--- src/rtl/square_arbiter.sv ---
// Round-robin share of one square pipeline among REQUESTERS lanes; returns tagged results.
// Latency: grant to result_valid is LATENCY+2 cycles; no result backpressure, grant is the only flow control.
module square_arbiter #(
  parameter int VALUE_WIDTH = 12,
  parameter int REQUESTERS  = 4,
  parameter int LATENCY     = 3,
  parameter int TAG_WIDTH   = 2
) (
  input  logic                               clk,
  input  logic                               reset,
  input  logic [REQUESTERS-1:0]              req,
  input  logic [REQUESTERS*VALUE_WIDTH-1:0]  req_value,
  output logic [REQUESTERS-1:0]              grant,
  output logic [VALUE_WIDTH-1:0]             sq_value,
  output logic                               sq_data_valid,
  input  logic [2*(VALUE_WIDTH-1)-1:0]       sq_square,
  input  logic                               sq_new_result,
  output logic [2*(VALUE_WIDTH-1)-1:0]       result,
  output logic [REQUESTERS-1:0]              result_valid,
  output logic [TAG_WIDTH-1:0]               result_tag,
  output logic                               protocol_error
);

  localparam int BW = $clog2(LATENCY + 1);

  logic [TAG_WIDTH-1:0]   last;
  logic [TAG_WIDTH-1:0]   grant_idx;
  logic                   grant_any;
  logic [VALUE_WIDTH-1:0] sel_value;
  logic [BW-1:0]          blank_cnt;
  logic [REQUESTERS-1:0]  tag_onehot;

  // Stage 0 is written alongside sq_data_valid; stage LATENCY lines up with sq_new_result.
  logic                 tag_vld [0:LATENCY];
  logic [TAG_WIDTH-1:0] tag_dat [0:LATENCY];

  // Two passes: lanes above the pointer first, then wrap to lanes at or below it.
  always_comb begin
    grant     = '0;
    grant_idx = '0;
    grant_any = 1'b0;
    sel_value = '0;
    if (!reset) begin
      for (int i = 0; i < REQUESTERS; i++) begin
        if (!grant_any && req[i] && (TAG_WIDTH'(i) > last)) begin
          grant_any = 1'b1;
          grant_idx = TAG_WIDTH'(i);
        end
      end
      for (int i = 0; i < REQUESTERS; i++) begin
        if (!grant_any && req[i] && (TAG_WIDTH'(i) <= last)) begin
          grant_any = 1'b1;
          grant_idx = TAG_WIDTH'(i);
        end
      end
    end
    for (int i = 0; i < REQUESTERS; i++) begin
      if (grant_any && (grant_idx == TAG_WIDTH'(i))) begin
        grant[i]  = 1'b1;
        sel_value = req_value[i*VALUE_WIDTH +: VALUE_WIDTH];
      end
    end
  end

  always_comb begin
    tag_onehot = '0;
    for (int i = 0; i < REQUESTERS; i++) begin
      if (tag_dat[LATENCY] == TAG_WIDTH'(i)) tag_onehot[i] = 1'b1;
    end
  end

  always_ff @(posedge clk) begin
    if (reset) begin
      last          <= TAG_WIDTH'(REQUESTERS - 1);
      sq_value      <= '0;
      sq_data_valid <= 1'b0;
    end else begin
      sq_data_valid <= grant_any;
      if (grant_any) begin
        last     <= grant_idx;
        sq_value <= sel_value;
      end
    end
  end

  always_ff @(posedge clk) begin
    if (reset) begin
      for (int s = 0; s <= LATENCY; s++) begin
        tag_vld[s] <= 1'b0;
        tag_dat[s] <= '0;
      end
    end else begin
      tag_vld[0] <= grant_any;
      tag_dat[0] <= grant_idx;
      for (int s = 1; s <= LATENCY; s++) begin
        tag_vld[s] <= tag_vld[s-1];
        tag_dat[s] <= tag_dat[s-1];
      end
    end
  end

  always_ff @(posedge clk) begin
    if (reset) begin
      result       <= '0;
      result_valid <= '0;
      result_tag   <= '0;
    end else begin
      result <= sq_square;
      if (tag_vld[LATENCY]) begin
        result_valid <= tag_onehot;
        result_tag   <= tag_dat[LATENCY];
      end else begin
        result_valid <= '0;
      end
    end
  end

  // The square unit restarts with us, so its output is meaningless until the pipe refills.
  always_ff @(posedge clk) begin
    if (reset) begin
      blank_cnt      <= BW'(LATENCY);
      protocol_error <= 1'b0;
    end else begin
      if (blank_cnt != '0) begin
        blank_cnt <= blank_cnt - BW'(1);
      end else if (sq_new_result != tag_vld[LATENCY]) begin
        protocol_error <= 1'b1;
      end
    end
  end

endmodule

--- config.mk ---
export PLATFORM = sky130hd
export DESIGN_NAME = square_arbiter
export DESIGN_NICKNAME = d
export VERILOG_FILES = /design/src/rtl/square_arbiter.sv
export SDC_FILE = /design/constraint.sdc
export NUM_CORES = 1
export LEC_CHECK = 0
export BUFFER_PORTS_ARGS = -buffer_cell sky130_fd_sc_hd__buf_2
export CORE_UTILIZATION = 48
export DETAILED_ROUTE_END_ITERATION = 6
export PLACE_DENSITY_LB_ADDON = 0.1
export RECOVER_POWER = 100
export SETUP_SLACK_MARGIN = 0.4
export SYNTH_ARGS = -nofsm -noshare
export SYNTH_HDL_FRONTEND = slang
export SYNTH_SLANG_ARGS = --single-unit
--- constraint.sdc ---
create_clock -name clk -period 4.15 [get_ports clk]
set_input_delay 0.2075 -clock clk [delete_from_list [all_inputs] [get_ports clk]]
set_output_delay 0.2075 -clock clk [all_outputs]
set_load 0.03 [all_outputs]
==> results of run 1 <==
[cells by family (layout without fill, tap and decap cells)]
family / Yosys count / count (layout) / share of synthesized area (%)
AO/OA/AOI/OAI: 37 / 37 / 13.73
XOR/XNOR: 2 / 2 / 0.7689
adder cells (fa/ha/maj): 1 / 1 / 0.5491
buffers and inverters: 17 / 144 / 4.064
flip-flops: 57 / 57 / 50.08
multiplexers: 20 / 20 / 8.786
AND/OR/NAND/NOR: 84 / 84 / 22.02
[worst max-delay path by stage]
stage	startpoint	end	slack (ps)	depth (start not counted)
detailed placement	reset	grant[1]	2240	5
global route	last[0]	grant[3]	880	5
CTS	last[0]	grant[1]	1910	5
floorplan	last[0]	grant[0]	2310	5
finish	last[0]	grant[3]	1090	5
global placement	reset	grant[1]	2260	5
[power groups by stage]
stage	Combinational, mW	Clock (mW)	Sequential, mW
detailed placement	0.275	0	0.617
finish	0.261	0.534	0.606
global placement	0.272	0	0.615
global route	0.283	0.570	0.610
CTS	0.276	0.547	0.605
floorplan	0.139	0	0.672
[critical path: stages, from the launching register on]
cell and delay (ps):
dfxtp_1 380, and3b_2 220, o31ai_1 930, or2_0 650
nor2_1 110, clkbuf_1 240
[layer usage]
layer  vias up  part of all wire [%]
met2        84                    50
met4         0                   1.5
li1       1005                     -
met3         8                   6.7
met5         -                     0
met1       888                    42
[flip-flops by register name, summed over array words and instances, names as in the netlist]
| register | flops |
|---|---|
| result_valid | 4 |
| sq_value | 12 |
| protocol_error | 1 |
| result | 22 |
| sq_data_valid | 1 |
| blank_cnt | 2 |
| result_tag | 2 |
| last | 2 |
| tag_dat | 8 |
| tag_vld | 3 |
[metrics by stage]
stage               worst slack, ps  total power [mW]  area [um2]  utilization [%]  hold slack [ps]
floorplan                      2311            0.8110        2278                -            335.7
global placement               2259            0.8871        2898            65.20            415.2
detailed placement             2238            0.8913        2898            65.20            423.0
CTS                            1912             1.428        3112            70.02            82.20
global route                  880.8             1.463        3038            68.36            95.74
finish                         1091             1.400        3038            68.36            96.70
[synthesized netlist by cell type]
| cell type | n | area (um2) |
|---|---|---|
| dfxtp_1 | 57 | 1141 |
| nor2b_1 | 33 | 206.5 |
| mux2i_1 | 20 | 200.2 |
| nor2_1 | 12 | 45.04 |
| nand2_1 | 10 | 37.54 |
| nand3b_1 | 9 | 67.56 |
| a21oi_1 | 8 | 40.04 |
| o221ai_1 | 8 | 70.07 |
| clkbuf_1 | 7 | 26.28 |
| inv_1 | 6 | 22.52 |
| o21ai_0 | 5 | 25.02 |
| nand3_1 | 4 | 20.02 |
| a2bb2oi_2 | 3 | 45.04 |
| a311o_1 | 3 | 30.03 |
| o31ai_1 | 3 | 22.52 |
| or2_2 | 3 | 18.77 |
| nand2b_1 | 2 | 12.51 |
| xor2_1 | 2 | 17.52 |
| a21boi_1 | 1 | 7.510 |
| a21o_1 | 1 | 7.510 |
| and3b_2 | 1 | 10.01 |
| buf_12 | 1 | 20.02 |
| buf_2 | 1 | 5.000 |
| buf_4 | 1 | 7.510 |
| buf_6 | 1 | 11.26 |
| ha_1 | 1 | 12.51 |
| nand2_2 | 1 | 6.260 |
| nand2_8 | 1 | 20.02 |
| nor2_2 | 1 | 6.260 |
| nor3_1 | 1 | 5.000 |
| nor3b_1 | 1 | 7.510 |
| nor4_1 | 1 | 6.260 |
| nor4b_1 | 1 | 8.760 |
| nor4bb_1 | 1 | 10.01 |
| o211ai_1 | 1 | 7.510 |
| o21a_1 | 1 | 7.510 |
| o21ba_2 | 1 | 10.01 |
| o21bai_4 | 1 | 18.77 |
| o31ai_4 | 1 | 21.27 |
| or2_1 | 1 | 6.260 |
| or4_1 | 1 | 7.510 |
[final cells by class]
type | count | area share, %
multi-input combinational | 144 | 34.06
sequential | 57 | 37.56
tap | 52 | 2.142
clock buffer | 13 | 5.890
clock inverter | 2 | 1.153
timing repair buffer | 123 | 18.45
inverter | 6 | 0.7414
==> out/results.txt, run 1 <==
Int Pwr - 1.026 mW
proportion of layout cells with a drive suffix above 1 - 29.86%
Peak VDD IR - 0.2633 mV
Clock Skew - 3.972 ps
mean routed wirelength per cell - 12.30 um
die span in y - 70.90 um
Logic pwr share - 18.6%
Cell Area, Synth - 2278 um2
count of mapped cells out of synthesis - 218
Tmin final - 3059 ps
Detailed Routing Iterations Pass 1 - 6
max-slew violations - 0
Max clock buf depth - 2
Yosys reg bits - 57
post-CTS setup buffers - 0
Synth cell types - 41
Rows - 24
Finished Layout Cells - 397
I/O pin count - 123
CTS root buffer - clkbuf_8
WS Path Type - flop to output pin
grt met3 use - 5.983%
r2r startpoint - last[0]
vias in the first global route - 1848
R2R depth - 4
Max-slew headroom - 23.20%
fmax - 0.3269 GHz
clock sinks - 57
setup slack, reg-to-reg - 1590 ps
Ys Warns - 0
CP arrival - 2850 ps
syn_area_per_cell - 10.45 um2
Filler cells - 378
Routability Congestion - 0.7510
total wire length - 4.882 mm
DRC violations left - 12
cell leakage power - 1.357 nW
initial antenna violation count - 0
switching share of total power - 26.73%
first-pass GRT wire length - 7.935 mm
clock network fraction of design power - 38.1%
Post-Syn Nets - 296
GRT Total Usage - 20.39%
Max Cap Violations - 0
GRT met2 Usage - 35.90%
vias - 1985
Clock Latency Late Sink - 310 ps
busiest grt layer - met2
crit path capture type - output pin
Hold Crit Depth - 2
post_cts resized - 0
Final Cycle Share - 73.70%
met1 Use GR - 22.55%
Required @ worst endpoint - 3940 ps
Ant. Diodes - 0
most frequent cells in the layout - buf_2, dfxtp_1, clkbuf_1, nor2b_1, mux2i_1
die width - 70.90 um
Initial Utilization - 51.27%
crit path max fanout - 12
Inst Count DP - 382
multi-input logic area - 1035 um2
hpwl dp - 3.606 mm
CTS tree - yes
CTS H-tree lvls - 3
Psw - 0.3743 mW
Reg power frac - 43.3%
leading cell type in the layout, fill and taps excluded - buf_2
total grt overflow - 0
IO Port Bufs - 122
Core ar. - 4444 um2
Clock transition at path regs - 60 ps
DIE AREA - 5026 um2
Seq/Total Area, Yosys - 50.08%
final net count - 419
DR iter-0 viols - 90
WHS Endpoint - result[19]
PwrDens - 460.9 nW/um2
Worst Hold Class - input pin to flop
Critical Path Source Type - flop
setup TNS - 0 ps
Vias/cell - 5.000
worst r2r dst - sq_value[9]
worst-margin pin slew - 1142 ps
status - finished with violations
FF+latch area - 1141 um2
CTS Buf Count - 9
final setup violation count - 0
Final Hold Fails - 0
hold buffer count at CTS - 0
RSZ-0062 raised after global routing - false
Final ANT Viol Nets - 0
failing checks - DRC
HP Start - sq_square[19]
Layout Area Growth over Synthesis - 33.33%
largest net degree at the start of global routing - 59
Note: power is estimated with default switching activity, not from simulation.
==> run 2, diff against run 1 <==
--- a/config.mk
+++ b/config.mk
@@ -6,7 +6,7 @@
 export NUM_CORES = 1
 export LEC_CHECK = 0
 export BUFFER_PORTS_ARGS = -buffer_cell sky130_fd_sc_hd__buf_2
-export CORE_UTILIZATION = 48
+export CORE_UTILIZATION = 44
 export DETAILED_ROUTE_END_ITERATION = 6
 export PLACE_DENSITY_LB_ADDON = 0.1
 export RECOVER_POWER = 100
==> constraint.sdc (replaced) <==
create_clock -name clk -period 3 [get_ports clk]
set_input_delay 0.15 -clock clk [delete_from_list [all_inputs] [get_ports clk]]
set_output_delay 0.15 -clock clk [all_outputs]
set_load 0.03 [all_outputs]
==> out/results.txt, run 2 (synthesis gave the netlist of run 1 again) <==
Hold WS - 33.64 ps (was 96.70 ps)
Peak VDD IR - 0.2347 mV (was 0.2633 mV)
Final ANT Viol Nets - 0 (unchanged)
Rows - 25 (was 24)
Ant. Diodes - 0 (unchanged)
slowest cell on the critical path - o31ai_4 (was o31ai_1)
proportion of layout cells with a drive suffix above 1 - 29.68% (was 29.86%)
vias in the first global route - 1766 (was 1848)
mean routed wirelength per cell - 11.64 um (was 12.30 um)
largest reg by FF count - result (unchanged)
most frequent cells in the layout - buf_2, dfxtp_1, clkbuf_1, nor2b_1, mux2i_1 (unchanged)
worst r2r dst - sq_value[11] (was sq_value[9])
CTS tree - yes (unchanged)
Largest regs - result: 22 flops, sq_value: 12 flops, tag_dat: 8 flops (unchanged)
FF+latch area - 1141 um2 (unchanged)
Routability Congestion - 0.7995 (was 0.7510)
first-pass GRT wire length - 7.445 mm (was 7.935 mm)
final net count - 420 (was 419)
Max Cap Violations - 0 (unchanged)
Core ar. - 4848 um2 (was 4444 um2)
Required @ worst endpoint - 2850 ps (was 3940 ps)
fmax - 0.4062 GHz
worst-margin pin slew - 1119 ps (was 1142 ps)
PwrDens - 597.8 nW/um2 (was 460.9 nW/um2)
crit-path cells - a21oi_1 -> o31ai_4 -> nand2_1 -> nor2_1 -> clkbuf_1 (was and3b_2 -> o31ai_1 -> or2_0 -> nor2_1 -> clkbuf_1)
Final Hold Fails - 0 (unchanged)
clock sinks - 57 (unchanged)
final setup violation count - 0 (unchanged)
Clock transition at path regs - 60 ps (about the same)
die span in y - 73.96 um (was 70.90 um)
hpwl dp - 3.477 mm (was 3.606 mm)
multi-input logic area - 1046 um2 (was 1035 um2)
total grt overflow - 0 (unchanged)
Tmin final - 2462 ps
clock network fraction of design power - 33.8% (was 38.1%)
GRT Total Usage - 17.94% (was 20.39%)
WS Path Type - flop to output pin (unchanged)
fin worst setup slack - 538.0 ps (was 1091 ps)
Layout Area Growth over Synthesis - 33.17% (was 33.33%)
Filler cells - 441 (was 378)
Critical Path Source Type - flop (unchanged)
switching share of total power - 28.64% (was 26.73%)
DR iter-0 viols - 65 (was 90)
max-slew violations - 0 (unchanged)
Post-Place Worst Slack - 1136 ps (was 2238 ps)
Hold Crit Depth - 2 (unchanged)
die width - 73.96 um (was 70.90 um)
r2r startpoint - last[1] (was last[0])
setup slack, reg-to-reg - 1050 ps (was 1590 ps)
RSZ-0062 raised after global routing - false (unchanged)
CTS Buf Count - 9 (unchanged)
Reg power frac - 46.1% (was 43.3%)
Vias/cell - 4.732 (was 5.000)
Worst Hold Class - input pin to flop (unchanged)
initial antenna violation count - 0 (unchanged)
CP Buf/Inv Count - 1 (unchanged)
Final Cycle Share - 82.07%
CTS root buffer - clkbuf_8 (unchanged)
hold buffer count at CTS - 0 (unchanged)
R2R depth - 5 (was 4)
crit path capture type - output pin (unchanged)
DRC violations left - 0 (was 12)
setup TNS - 0 ps (unchanged)
CP peak stage delay - 480 ps (was 930 ps)
HP Start - sq_square[8] (was sq_square[19])
leading cell type in the layout, fill and taps excluded - buf_2 (unchanged)
Detailed Routing Iterations Pass 1 - 4 (was 6)
Clock Latency Late Sink - 320 ps (was 310 ps)
Clock Skew - 7.381 ps (was 3.972 ps)
Max-slew headroom - 25.43% (was 23.20%)
CP arrival - 2310 ps (was 2850 ps)
DIE AREA - 5470 um2 (was 5026 um2)
critical path's top delay family - compound AO/OA/AOI/OAI gates (was simple AND/OR/NAND/NOR gates)
I/O pin count - 123 (unchanged)
vias - 1959 (was 1985)
Int Pwr - 1.294 mW (was 1.026 mW)
CTS H-tree lvls - 3 (unchanged)
Logic pwr share - 20.1% (was 18.6%)
Psw - 0.5196 mW (was 0.3743 mW)
cell leakage power - 1.344 nW (was 1.357 nW)
post_cts resized - 0 (unchanged)
IO Port Bufs - 122 (unchanged)
largest net degree at the start of global routing - 32 (was 59)
WHS Endpoint - result[8] (was result[19])
Initial Utilization - 46.99% (was 51.27%)
total wire length - 4.821 mm (was 4.882 mm)
status - complete, no violations (was finished with violations)
Max clock buf depth - 2 (unchanged)
post-CTS setup buffers - 0 (unchanged)
crit path max fanout - 13 (was 12)
max FFs per register - 22 (unchanged)
run 2: final cells by class:
type,count,share of cell area (%)
Clock buffer,13,5.237
Clock inverter,3,0.4948
Inverter,6,0.7423
Multi-Input combinational cell,144,34.47
Sequential cell,57,37.61
Tap cell,67,2.763
Timing Repair Buffer,124,18.68
run 2: worst max-delay path by stage:
stage                     startpoint        to  slack, ps  cells after the start
after floorplan              last[0]  grant[0]       1220                      5
after global placement       last[1]  grant[1]       1180                      5
after detailed placement     last[1]  grant[1]       1140                      5
after CTS                    last[1]  grant[1]        760                      5
after global routing         last[1]  grant[1]        340                      5
final                        last[1]  grant[1]        540                      5
run 2: per-layer routing:
metal  part of all wire (%)  up-vias  global-route usage (%)  routed length (um)
li1                       -     1004                       -                   -
met3                    7.7        8                   7.317                 369
met4                    1.3        0                   8.333                  62
met1                     45      851                   20.99                2185
met2                     46       96                   28.69                2203
met5                      0        -                       0                   0
run 2: worst register-to-register path, stage by stage (launching register included):
cell       delay [ps]
dfxtp_1           450
a21oi_1           140
o31ai_4           480
nand2_1           400
a21oi_1           270
a2bb2oi_2         150
run 2: through the flow:
step	cell area, um2	std cells	utilization, %	power [mW]
floorplan	2278	218	-	1.122
finish	3034	414	62.58	1.814
global route	3034	414	62.58	1.916
global placement	2924	398	60.31	1.228
CTS	3098	414	63.90	1.856
detailed placement	2924	398	60.31	1.232
run 2: power groups by stage:
stage	logic [mW]	registers, mW	clock network (mW)
after floorplan	0.193	0.929	0
after global placement	0.378	0.850	0
after detailed placement	0.381	0.851	0
after CTS	0.381	0.835	0.639
after global routing	0.395	0.843	0.677
final	0.364	0.837	0.613
==> run 3, diff against run 2 <==
--- a/config.mk
+++ b/config.mk
@@ -5,6 +5,7 @@
 export SDC_FILE = /design/constraint.sdc
 export NUM_CORES = 1
 export LEC_CHECK = 0
+export ABC_AREA = 1
 export BUFFER_PORTS_ARGS = -buffer_cell sky130_fd_sc_hd__buf_2
 export CORE_UTILIZATION = 44
 export DETAILED_ROUTE_END_ITERATION = 6
==> constraint.sdc (replaced) <==
create_clock -name clk -period 2.44 [get_ports clk]
set_input_delay 0.122 -clock clk [delete_from_list [all_inputs] [get_ports clk]]
set_output_delay 0.122 -clock clk [all_outputs]
set_load 0.03 [all_outputs]
==> out/results.txt, run 3 <==
Post-Syn Nets - 384 (was 296)
Clock transition at path regs - 70 ps (was 60 ps)
I/O pin count - 123 (unchanged)
final setup violation count - 0 (unchanged)
status - finished with violations (was complete, no violations)
syn_area_per_cell - 7.417 um2 (was 10.45 um2)
total wire length - 5.737 mm (was 4.821 mm)
Detailed Routing Iterations Pass 1 - 4 (unchanged)
DRC violations left - 0 (unchanged)
Routability Congestion - 0.8146 (was 0.7995)
DR iter-0 viols - 84 (was 65)
Area after DPL - 2912 um2 (was 2924 um2)
hpwl dp - 3.675 mm (was 3.477 mm)
proportion of layout cells with a drive suffix above 1 - 24.89% (was 29.68%)
max-slew violations - 40 (was 0)
fmax - 0.4670 GHz
CTS Buf Count - 9 (unchanged)
Max clock buf depth - 2 (unchanged)
Logic pwr share - 22.5% (was 20.1%)
die span in y - 73.82 um (was 73.96 um)
Post-Layout Inst Area - 3273 um2 (was 3034 um2)
Clock Skew - 6.663 ps (was 7.381 ps)
first-pass GRT wire length - 8.721 mm (was 7.445 mm)
fin worst setup slack - 298.7 ps (was 538.0 ps)
Cell Area, Synth - 2270 um2 (was 2278 um2)
Vias/cell - 4.507 (was 4.732)
Core ar. - 4848 um2 (unchanged)
die width - 73.82 um (was 73.96 um)
crit path max fanout - 10 (was 13)
synth top area cells - dfxtp_1, nand2_1, nor2_1, inv_1, nand3_1 (was dfxtp_1, nor2b_1, mux2i_1, o221ai_1, nand3b_1)
cell with the most instances after synthesis - nand2_1 (was dfxtp_1)
switching share of total power - 31.15% (was 28.64%)
Tot Pwr - 2.283 mW (was 1.814 mW)
Final ANT Viol Nets - 0 (unchanged)
Required @ worst endpoint - 2320 ps (was 2850 ps)
Layout Area Growth over Synthesis - 44.21% (was 33.17%)
Worst Hold Class - input pin to flop (unchanged)
DIE AREA - 5449 um2 (was 5470 um2)
Largest regs - result: 22 flops, sq_value: 12 flops, tag_dat: 8 flops (unchanged)
GRT Total Usage - 21.22% (was 17.94%)
Initial Utilization - 46.81% (was 46.99%)
final net count - 535 (was 420)
vias - 2384 (was 1959)
PwrDens - 697.4 nW/um2 (was 597.8 nW/um2)
setup slack, reg-to-reg - 360 ps (was 1050 ps)
Synth area leader - dfxtp_1 (unchanged)
Yosys reg bits - 57 (unchanged)
Rows - 25 (unchanged)
Post-synth EDFFs - 0 (unchanged)
Critical Path Source Type - flop (unchanged)
Worst Setup SP - last[0] (was last[1])
IO Port Bufs - 122 (unchanged)
most frequent cells in the layout - buf_2, nand2_1, dfxtp_1, nor2_1, inv_1 (was buf_2, dfxtp_1, clkbuf_1, nor2b_1, mux2i_1)
Clock Latency Late Sink - 310 ps (was 320 ps)
Int Pwr - 1.572 mW (was 1.294 mW)
Synth cell types - 23 (was 41)
clock network fraction of design power - 32.6% (was 33.8%)
vias in the first global route - 2073 (was 1766)
failing checks - capacitance limit, slew limit
Final Cycle Share - 87.76%
max FFs per register - 22 (unchanged)
Max-slew headroom - -10.13% (was 25.43%)
largest net degree at the start of global routing - 40 (was 32)
asr flop ratio synth - 0% (unchanged)
leading cell type in the layout, fill and taps excluded - buf_2 (unchanged)
Post-Place Worst Slack - 448.1 ps (was 1136 ps)
total grt overflow - 0 (unchanged)
CTS H-tree lvls - 3 (unchanged)
Max Cap Violations - 1 (was 0)
worst r2r dst - sq_value[11] (unchanged)
CP arrival - 2020 ps (was 2310 ps)
initial antenna violation count - 0 (unchanged)
Post-synth top cells - nand2_1, dfxtp_1, nor2_1 (was dfxtp_1, nor2b_1, mux2i_1)
Reg power frac - 44.8% (was 46.1%)
WS Path Type - flop to output pin (unchanged)
CTS root buffer - clkbuf_8 (unchanged)
Psw - 0.7111 mW (was 0.5196 mW)
Tmin final - 2141 ps
Critical Path Sink - grant[0] (was grant[1])
count of mapped cells out of synthesis - 306 (was 218)
Peak VDD IR - 0.5005 mV (was 0.2347 mV)
Finished Layout Cells - 529 (was 414)
Ys Warns - 0 (unchanged)
Inst Count DP - 486 (was 398)
R2R depth - 12 (was 5)
r2r startpoint - last[0] (was last[1])
cell leakage power - 1.672 nW (was 1.344 nW)
RSZ-0062 raised after global routing - true (was false)
prevailing post-synth register cell - dfxtp_1 (unchanged)
Seq/Total Area, Yosys - 50.28% (was 50.08%)
setup TNS - 0 ps (unchanged)
mean routed wirelength per cell - 10.84 um (was 11.64 um)
Final Hold Fails - 0 (unchanged)
Ant. Diodes - 0 (unchanged)
worst-margin pin slew - 1652 ps (was 1119 ps)
clock sinks - 57 (unchanged)
largest reg by FF count - result (unchanged)
Yosys top cell area share - 50.28% (was 50.08%)
crit path capture type - output pin (unchanged)
CTS tree - yes (unchanged)
[run 3: critical path, stage by stage, from the launching register on]
cell,delay (ps)
dfxtp_1,320
nor2_1,110
nand2_1,100
nand4_1,80
nand2_1,50
nor2_1,300
nand2_4,180
nor3_4,230
clkbuf_1,330
[run 3: area by class of cell]
type / instances / area (um2)
Tap cell: 67 / 83.83
Timing Repair Buffer: 151 / 818.3
Clock buffer: 11 / 141.4
Inverter: 49 / 183.9
Fill cell: 468 / 1575
Sequential cell: 57 / 1141
Clock inverter: 5 / 31.28
Multi-Input combinational cell: 189 / 873.3
[run 3: worst min path at each step]
stage,from,to,slack (ps),cells past startpoint
detailed placement,sq_square[9],result[9],330,3
CTS,sq_square[2],result[2],2,3
global placement,sq_square[5],result[5],320,3
finish,sq_square[2],result[2],10,3
floorplan,reset,tag_dat[0][1],210,1
global route,sq_square[20],result[20],8,3
[run 3: cell families after synthesis]
kind of cell	Yosys count	synth area share (%)
simple gates	161	31.75
buf+inv	61	11.41
xor+xnor	1	0.3860
fa+ha+maj	1	0.5512
flops	57	50.28
compound gates	25	5.623
[run 3: metrics by stage]
| step | utilization [%] | hold slack, ps |
|---|---|---|
| 4_1_cts | 68.41 | 1.729 |
| 3_5_place_dp | 60.05 | 328.1 |
| 2_1_floorplan | - | 208.1 |
| 5_1_grt | 67.51 | 8.095 |
| 3_3_place_gp | 60.05 | 320.4 |
| 6_report | 67.51 | 14.07 |
[run 3: layer usage]
metal | wire, um | vias to the layer above | GRT usage, % | part of all wire, %
met1 | 2509 | 1052 | 24.66 | 44
met5 | 0 | - | 0 | 0
li1 | - | 1234 | - | -
met2 | 2762 | 90 | 35.88 | 48
met4 | 72 | 0 | 8.120 | 1.3
met3 | 392 | 8 | 7.270 | 6.8
[run 3: power by group through the flow]
| stage | logic (mW) | clock network [mW] | registers [mW] |
|---|---|---|---|
| final | 0.514 | 0.745 | 1.02 |
| after global routing | 0.563 | 0.821 | 1.03 |
| after CTS | 0.519 | 0.765 | 1.02 |
| after detailed placement | 0.479 | 0 | 1.04 |
| after global placement | 0.472 | 0 | 1.04 |
| after floorplan | 0.246 | 0 | 1.13 |
[run 3: what timing repair did]
action,CTS,global route
cloned,0,1
hold buffers,20,0
resized for setup,2,1
setup endpoints to repair,4,3
pin swaps,3,2
buffers inserted,3,3
endpoints found under the hold margin,20,0
